$ cat src/rtl/uart_rx_receiver_if.sv
// rtl/uart_rx_receiver_if.sv - line, clear and status bundle between the UART receiver and the core
// The core side (master) drives the serial pin and the clear pulse; the receiver (slave) reports data and flags.
interface uart_rx_receiver_if;
   logic       uart_rx;
   logic       rx_clear;
   logic [7:0] rx_data;
   logic       rx_valid;
   logic       frame_error;
   logic       overrun;
   logic       busy;

   modport master (
      output uart_rx,
      output rx_clear,
      input  rx_data,
      input  rx_valid,
      input  frame_error,
      input  overrun,
      input  busy
   );

   modport slave (
      input  uart_rx,
      input  rx_clear,
      output rx_data,
      output rx_valid,
      output frame_error,
      output overrun,
      output busy
   );
endinterface

$ cat src/rtl/uart_rx_receiver.sv
// rtl/uart_rx_receiver.sv - 8N1 UART receiver with mid-bit sampling, held byte and sticky error flags
// The FSM leaves STOP at mid-stop-bit so a back-to-back start edge is never missed.
module uart_rx_receiver #(
   parameter int CLKS_PER_BIT = 434,
   parameter int HALF_BIT     = CLKS_PER_BIT / 2
) (
   input  logic                clk,
   input  logic                reset,
   uart_rx_receiver_if.slave   rx_if
);

   localparam int CW = $clog2(CLKS_PER_BIT);
   localparam logic [CW-1:0] BIT_LAST  = CW'(CLKS_PER_BIT - 1);
   localparam logic [CW-1:0] HALF_LAST = CW'(HALF_BIT - 1);

   typedef enum logic [1:0] {
      IDLE,
      START,
      DATA,
      STOP
   } state_e;

   state_e        state_q, state_d;
   logic [1:0]    sync_q;
   logic [CW-1:0] cnt_q, cnt_d;
   logic [2:0]    bit_idx_q, bit_idx_d;
   logic [7:0]    shift_q, shift_d;
   logic [7:0]    data_q, data_d;
   logic          valid_q, valid_d;
   logic          ferr_q, ferr_d;
   logic          ovr_q, ovr_d;
   logic          rx_s;
   logic          stop_evt;

   assign rx_s = sync_q[1];

   always_ff @(posedge clk) begin
      if (reset) begin
         state_q   <= IDLE;
         sync_q    <= 2'b11;
         cnt_q     <= '0;
         bit_idx_q <= '0;
         shift_q   <= '0;
         data_q    <= '0;
         valid_q   <= 1'b0;
         ferr_q    <= 1'b0;
         ovr_q     <= 1'b0;
      end else begin
         state_q   <= state_d;
         sync_q    <= {sync_q[0], rx_if.uart_rx};
         cnt_q     <= cnt_d;
         bit_idx_q <= bit_idx_d;
         shift_q   <= shift_d;
         data_q    <= data_d;
         valid_q   <= valid_d;
         ferr_q    <= ferr_d;
         ovr_q     <= ovr_d;
      end
   end

   always_comb begin
      state_d   = state_q;
      cnt_d     = cnt_q;
      bit_idx_d = bit_idx_q;
      shift_d   = shift_q;
      stop_evt  = 1'b0;

      case (state_q)
         IDLE: begin
            if (!rx_s) begin
               state_d = START;
               cnt_d   = '0;
            end
         end
         START: begin
            if (cnt_q == HALF_LAST) begin
               cnt_d = '0;
               if (!rx_s) begin
                  state_d   = DATA;
                  bit_idx_d = '0;
               end else begin
                  state_d = IDLE;
               end
            end else begin
               cnt_d = cnt_q + CW'(1);
            end
         end
         DATA: begin
            if (cnt_q == BIT_LAST) begin
               shift_d[bit_idx_q] = rx_s;
               cnt_d              = '0;
               if (bit_idx_q == 3'd7) begin
                  state_d = STOP;
               end else begin
                  bit_idx_d = bit_idx_q + 3'd1;
               end
            end else begin
               cnt_d = cnt_q + CW'(1);
            end
         end
         STOP: begin
            if (cnt_q == BIT_LAST) begin
               stop_evt = 1'b1;
               cnt_d    = '0;
               state_d  = IDLE;
            end else begin
               cnt_d = cnt_q + CW'(1);
            end
         end
         default: state_d = IDLE;
      endcase
   end

   // A clear in the same cycle as a good stop frees the holding register for the new byte.
   always_comb begin
      data_d  = data_q;
      valid_d = valid_q;
      ferr_d  = ferr_q;
      ovr_d   = ovr_q;

      if (rx_if.rx_clear) begin
         valid_d = 1'b0;
         ferr_d  = 1'b0;
         ovr_d   = 1'b0;
      end

      if (stop_evt) begin
         if (rx_s) begin
            if (!valid_q || rx_if.rx_clear) begin
               data_d  = shift_q;
               valid_d = 1'b1;
            end else begin
               ovr_d = 1'b1;
            end
         end else begin
            ferr_d = 1'b1;
         end
      end
   end

   assign rx_if.rx_data     = data_q;
   assign rx_if.rx_valid    = valid_q;
   assign rx_if.frame_error = ferr_q;
   assign rx_if.overrun     = ovr_q;
   assign rx_if.busy        = (state_q != IDLE);

endmodule
$ cat src/flat_wrapper.sv
// flat-port wrapper written by rule: the top's interface ports become plain ports
module uart_rx_receiver_flat 
#(
   parameter int CLKS_PER_BIT = 434,
   parameter int HALF_BIT     = CLKS_PER_BIT / 2
)
  (clk, reset, rx_if_uart_rx, rx_if_rx_clear, rx_if_rx_data, rx_if_rx_valid, rx_if_frame_error, rx_if_overrun, rx_if_busy);
  uart_rx_receiver_if rx_if_i ();
  input  logic clk;
  input  logic reset;
  input wire logic [$bits(rx_if_i.uart_rx)-1:0] rx_if_uart_rx;
  input wire logic [$bits(rx_if_i.rx_clear)-1:0] rx_if_rx_clear;
  output wire logic [$bits(rx_if_i.rx_data)-1:0] rx_if_rx_data;
  output wire logic [$bits(rx_if_i.rx_valid)-1:0] rx_if_rx_valid;
  output wire logic [$bits(rx_if_i.frame_error)-1:0] rx_if_frame_error;
  output wire logic [$bits(rx_if_i.overrun)-1:0] rx_if_overrun;
  output wire logic [$bits(rx_if_i.busy)-1:0] rx_if_busy;
  assign rx_if_i.uart_rx = rx_if_uart_rx;
  assign rx_if_i.rx_clear = rx_if_rx_clear;
  assign rx_if_rx_data = rx_if_i.rx_data;
  assign rx_if_rx_valid = rx_if_i.rx_valid;
  assign rx_if_frame_error = rx_if_i.frame_error;
  assign rx_if_overrun = rx_if_i.overrun;
  assign rx_if_busy = rx_if_i.busy;
  uart_rx_receiver #(.CLKS_PER_BIT(CLKS_PER_BIT), .HALF_BIT(HALF_BIT)) u_core (.clk(clk), .reset(reset), .rx_if(rx_if_i));
endmodule
$ cat config.mk
export PLATFORM = sky130hd
export DESIGN_NAME = uart_rx_receiver_flat
export DESIGN_NICKNAME = d
export VERILOG_FILES = /design/src/rtl/uart_rx_receiver_if.sv /design/src/rtl/uart_rx_receiver.sv /design/src/flat_wrapper.sv
export SDC_FILE = /design/constraint.sdc
export NUM_CORES = 1
export LEC_CHECK = 0
export BUFFER_PORTS_ARGS = -buffer_cell sky130_fd_sc_hd__buf_2
export CORE_MARGIN = 5
export CORE_UTILIZATION = 35
export DETAILED_ROUTE_END_ITERATION = 16
export SETUP_SLACK_MARGIN = 0.02
export SLEW_MARGIN = 5
export SYNTH_ARGS = -nofsm -noshare
export SYNTH_HDL_FRONTEND = slang
export SYNTH_SLANG_ARGS = --single-unit
$ cat constraint.sdc
create_clock -name clk -period 2.23 [get_ports clk]
set_clock_uncertainty 0.1 [all_clocks]
set_input_delay 0.3345 -clock clk [delete_from_list [all_inputs] [get_ports clk]]
set_output_delay 0.3345 -clock clk [all_outputs]
set_load 0.005 [all_outputs]
# [After elaboration in Yosys (flattened, before gate mapping)]
# Cells that the tools add are included.
[op_classes] add_sub_neg=2 n_mul=0 div=0 n_lt_le_gt_ge=2 n_eq_ne=13 shifts=0 muxes=32 bitwise_logic=0 n_reduce_logical=11
[ops] cell="two-way mux 9 bit" count=3
[ops] cell="case mux 9 bit (3 select lines)" count=1
[ops] cell="two-way mux 1 bit" count=14
[ops] cell="two-way mux 2 bit" count=6
[ops] cell="two-way mux 3 bit" count=4
[ops] cell="AND reduction 5 bit" count=2
[ops] cell="adder 9 x 1 -> 9 bit, second input constant" count=1
[ops] cell="equality test 9 x 8 -> 1 bit, second input constant" count=1
[ops] cell="equality test 9 bit, second input constant" count=1
[ops] cell="bitwise mux 8 bit" count=1
[ops] cell="inequality test 2 x 1 -> 1 bit, second input constant" count=4
[ops] cell="case mux 2 bit (4 select lines)" count=1
[ops] cell="inequality test 2 bit, second input constant" count=3
[ops] cell="case mux 3 bit (2 select lines)" count=1
[ops] cell="equality test 2 bit, second input constant" count=2
[ops] cell="< comparator 3 x 4 -> 1 bit, second input constant" count=1
[ops] cell="nonzero test 2 bit" count=2
[ops] cell="adder 3 x 1 -> 3 bit, second input constant" count=1
[ops] cell="demux 1 bit (select 3 bit)" count=1
[ops] cell="equality test 3 bit, second input constant" count=1
[ops] cell=">= comparator 3 x 1 -> 1 bit, second input constant" count=1
[ops] cell="AND reduction 3 bit" count=1
[ops] cell="equality test 2 x 1 -> 1 bit, second input constant" count=1
[ops] cell="logical NOT 2 bit" count=1
[ops] cell="other kinds (5)" count=5
[word_totals] ff_bits=35 latch_bits=0 ram_bits=0 mem_bits_ro=0 inputBits=4 output_inout_bits=12 wordCells=69 mem_count=0

# [Depth between registers and ports, before layout]
[depth] ltp_word=5 depth_mapped=7 mapped_depth_nobuf=6

# [Least setup slack after synthesis]
# Ideal clock, no wire load.
[synth_timing] path_kind="register to register" startpoint="register u_core.bit_idx_q[0]" endpoint="register u_core.bit_idx_q[0]" setup_time_ns=0.132 arrival_time_ns=1.344 t_required_ns=1.998 path_slack_ns=0.654 path_stages_with_launch=6 n_path_buf=0 synth_period_minus_slack_ns=1.576 cell_sequence="dfxtp_1 > ha_1 > ha_1 > nor4_4 > nand3b_1 > a21oi_1"
[synth_via] elab_chain_cells=4 word_cells_on_any_way=7 cone_classes="add/sub (1); eq/ne (2); mux (3); reduce/logical (1)"
[synth_rtl] element="from (decl)" line_no="uart_rx_receiver.sv:26" text="logic [2:0] bit_idx_q, bit_idx_d;"
[synth_rtl] element="from (signal assigned)" line_no="uart_rx_receiver.sv:52" text="bit_idx_q <= bit_idx_d;"
[synth_rtl] element="adder 3 x 1 -> 3 bit" line_no="uart_rx_receiver.sv:95" text="bit_idx_d = bit_idx_q + 3'd1;"
[synth_rtl] element="two-way mux 3 bit" line_no="uart_rx_receiver.sv:92" text="if (bit_idx_q == 3'd7) begin"
[synth_rtl] element="two-way mux 3 bit" line_no="uart_rx_receiver.sv:89" text="if (cnt_q == BIT_LAST) begin"
[synth_rtl] element="case mux 3 bit (2 select lines)" line_no="uart_rx_receiver.sv:68" text="case (state_q)"
# Several ways; a longest one is shown, not always the timed one. The select of a mux whose other input is x is not followed.
# A chain may end at the register's enable or synchronous reset.

# [Worst setup path in the final report]
[layout_timing] startpoint="register u_core.cnt_q[1]" endpoint="register u_core.cnt_q[4]"
[layout_via] elab_chain_cells=3 word_cells_on_any_way=6 cone_classes="add/sub (1); eq/ne (2); mux (3)"
[layout_rtl] element="from (decl)" line_no="uart_rx_receiver.sv:25" text="logic [CW-1:0] cnt_q, cnt_d;"
[layout_rtl] element="from (signal assigned)" line_no="uart_rx_receiver.sv:51" text="cnt_q <= cnt_d;"
[layout_rtl] element="adder 9 x 1 -> 9 bit, or another cell as far along" line_no="uart_rx_receiver.sv:85, uart_rx_receiver.sv:98, uart_rx_receiver.sv:107"
[layout_rtl] element="two-way mux 9 bit, on equally long branches" line_no="uart_rx_receiver.sv:89, uart_rx_receiver.sv:102, uart_rx_receiver.sv:76"
[layout_rtl] element="case mux 9 bit (3 select lines) (*)" line_no="uart_rx_receiver.sv:68"
# Every way passes the cells marked *; elsewhere a longest branch is shown, timed or not.

==> results.yml <==
global_routing:
  track_usage: 0.116
  grt_pass1_wl_mm: 5.84
  antenna_found_initial: 0
  grt_pass1_vias: 1254
  grt_max_degree: 20
  grt.overflow.total: 0
layout:
  num_antenna_cells: 0
  multi_input_area_um2: 978
  fin_nets: 214
  seqCellArea_um2: 701
  area_growth_pct: 13.4
  final_cells: 273
  drive_gt1_frac: 0.175
  nFillCells: 497
synth:
  synth_async_sr_flop_share: 0
  synth_top_area_cell: "dfxtp_1"
  ys.flop_type: "dfxtp_1"
  synth.avg_cell_area_um2: 9.13
  synthTopCellsByCount: "dfxtp_1, a21oi_1, nand2_1"
  synth_warnings: 0
  ys_ff_latch: 35
  synth_top_cell_area_share: 0.404
  netlist_instances: 190
  synth_edf_count: 0
  synth_nets: 199
  yosys-top-cells-area: "dfxtp_1, mux2i_1, nand2b_1, a21oi_1, nand2_1"
  yosysSeqAreaShare: 0.404
  yosysMostFrequentCell: "dfxtp_1"
  post_synth_num_cell_types: 41
  netlist_area_mm2: 0.00174
floorplanning:
  rows: 25
  die_w_um: 80.4
  die_h_um: 80.4
  core-area_mm2: 0.00475
  dieArea_mm2: 0.00647
  ios: 16
  start_util: 0.365
timing:
  max_slew_margin: 0.681
  slew_violations: 0
  post-route-min-period_ps: 1870
  totalNegativeSetupSlack_ps: 0
  hold_viol: 0
  finalSetupViolations: 0
  finalCritPeriodShare: 0.837
  tightest_slew_ps: 471
  hold_slack_ps: 125
  fmax_mhz: 536
  rsz0062_at_grt: "no"
route:
  viasPerCell: 5.02
  drtIter0Drc: 58
  post_drt_wl_per_cell_um: 12.6
  drt-total-wl_mm: 3.44
  vias: 1371
  post-route-drc-count: 0
  drt-pass1-iter-count: 4
  ant_nets: 0
hold_path:
  hp-class: "in2reg"
power:
  p_leak_nw: 0.845
  irDropWorstVdd_mv: 0.212
  p_per_area_mw_per_mm2: 596
clocking:
  h-tree-depth: 2
  clock-sinks: 35
  cts_resized: 0
  worstSkewPairLatency_ps: 290
  cts_buffers: 5
  clkSlewWorstSetupHoldPaths_ps: 70
  cts_setup_buffers: 0
  cts_tree: "done"
  clockRootBuffer: "clkbuf_8"
  cts.path.max_buffers: 2
  hold_buffers: 0
run_status:
  status: "completed"
setup_path:
  path_max_fanout: 7
  crit_type: "reg2reg"
  critical_path_buf_inv_count: 2
  critPathLaunchType: "flop"
  slowest_delay_ps: 370
  crit_slowest_cell: "dfxtp_1"
  endpoint_kind: "flop"
  arrival_ps: 1980
  cp_top_family: "compound AO/OA/AOI/OAI gates"
  cp.required_ps: 2350
  crit_chain: "inv_1, ha_1, and4b_1, a21oi_1, buf_4, o22ai_1, a21oi_1"
  cpMostUsedCell: "a21oi_1"
place:
  gp_congestion: 0.805
  dp_hpwl_mm: 2.45
  io_buffers: 15
  dpl.cell_count: 265
flow_run:
  drv_cap: 0
## power by group
part	total, mW	internal (mW)	switching (mW)
Combinational	0.0341	0.0121	0.0220
Sequential	0.631	0.628	0.00320
Clock	0.507	0.282	0.225
Total	1.17	0.922	0.250
## metal layers
layer	share of wire	global-route usage	up-vias
met2	0.44	0.171	25
met1	0.50	0.153	629
met3	0.046	0.0415	6
met5	0	0	-
li1	-	-	711
met4	0.016	0.0456	0
## metrics by stage
| step | power [mW] | setup slack [ps] | util | instance area, um^2 |
|---|---|---|---|---|
| after floorplan | 0.669 | 654 | - | 1740 |
| after global placement | 0.680 | 467 | 0.393 | 1870 |
| after detailed placement | 0.680 | 403 | 0.393 | 1870 |
| after CTS | 1.19 | 383 | 0.414 | 1970 |
| after global routing | 1.23 | 221 | 0.414 | 1970 |
| final | 1.17 | 364 | 0.414 | 1970 |
## logic make-up (layout without fill, tap and decap cells)
logic type / after synthesis / in the layout / share of synthesized area
simple gates: 88 / 88 / 0.322
buf+inv: 13 / 29 / 0.0324
fa+ha+maj: 5 / 5 / 0.0360
compound gates: 33 / 33 / 0.113
flops: 35 / 35 / 0.404
mux: 16 / 16 / 0.0923
## registers in the layout, summed over array words and instances, names as in the netlist, named ones only
register                  cells
u_core.shift_q                8
u_core.rx_if.overrun          1
u_core.rx_if.frame_error      1
u_core.rx_if.rx_data          8
u_core.state_q                1
u_core.sync_q                 2
u_core.cnt_q                  9
u_core.bit_idx_q              3
u_core.rx_if.rx_valid         1
## final cells by class
cell class,instances,area share
multi-input cells,142,0.497
flip-flops and latches,35,0.356
well taps,67,0.0426
repair buffers,17,0.0458
inverters,4,0.00763
clock buffers,8,0.0509
## layout by cell type (no fill, tap or decap), types with 2 or more instances in the layout
cell type / Yosys / final
nand3_1: 2 / 2
nor3_1: 5 / 5
nand4b_1: 2 / 2
nand4_1: 6 / 6
clkbuf_8: 0 / 7
nor4_4: 2 / 2
mux2i_1: 16 / 16
a21oi_1: 17 / 17
o31a_1: 2 / 2
nand2_1: 17 / 17
inv_1: 4 / 4
dfxtp_1: 35 / 35
nand2b_1: 14 / 14
and2_1: 3 / 3
o21a_1: 2 / 2
nor2b_1: 4 / 4
nand3b_1: 3 / 3
nor4_1: 2 / 2
buf_4: 1 / 2
or2_2: 3 / 3
nor2_1: 14 / 14
buf_2: 2 / 15
o22ai_1: 7 / 7
ha_1: 5 / 5
## worst paths after layout
path                    startpoint          endpoint  slack (ps)  cells past startpoint
setup / recovery   u_core.cnt_q[1]   u_core.cnt_q[4]         360                      7
setup reg to reg   u_core.cnt_q[1]   u_core.cnt_q[4]         360                      7
hold reg to reg   u_core.sync_q[0]  u_core.sync_q[1]         310                      1
hold / removal       rx_if_uart_rx  u_core.sync_q[0]         130                      2
(Power assumes the default switching activity.)
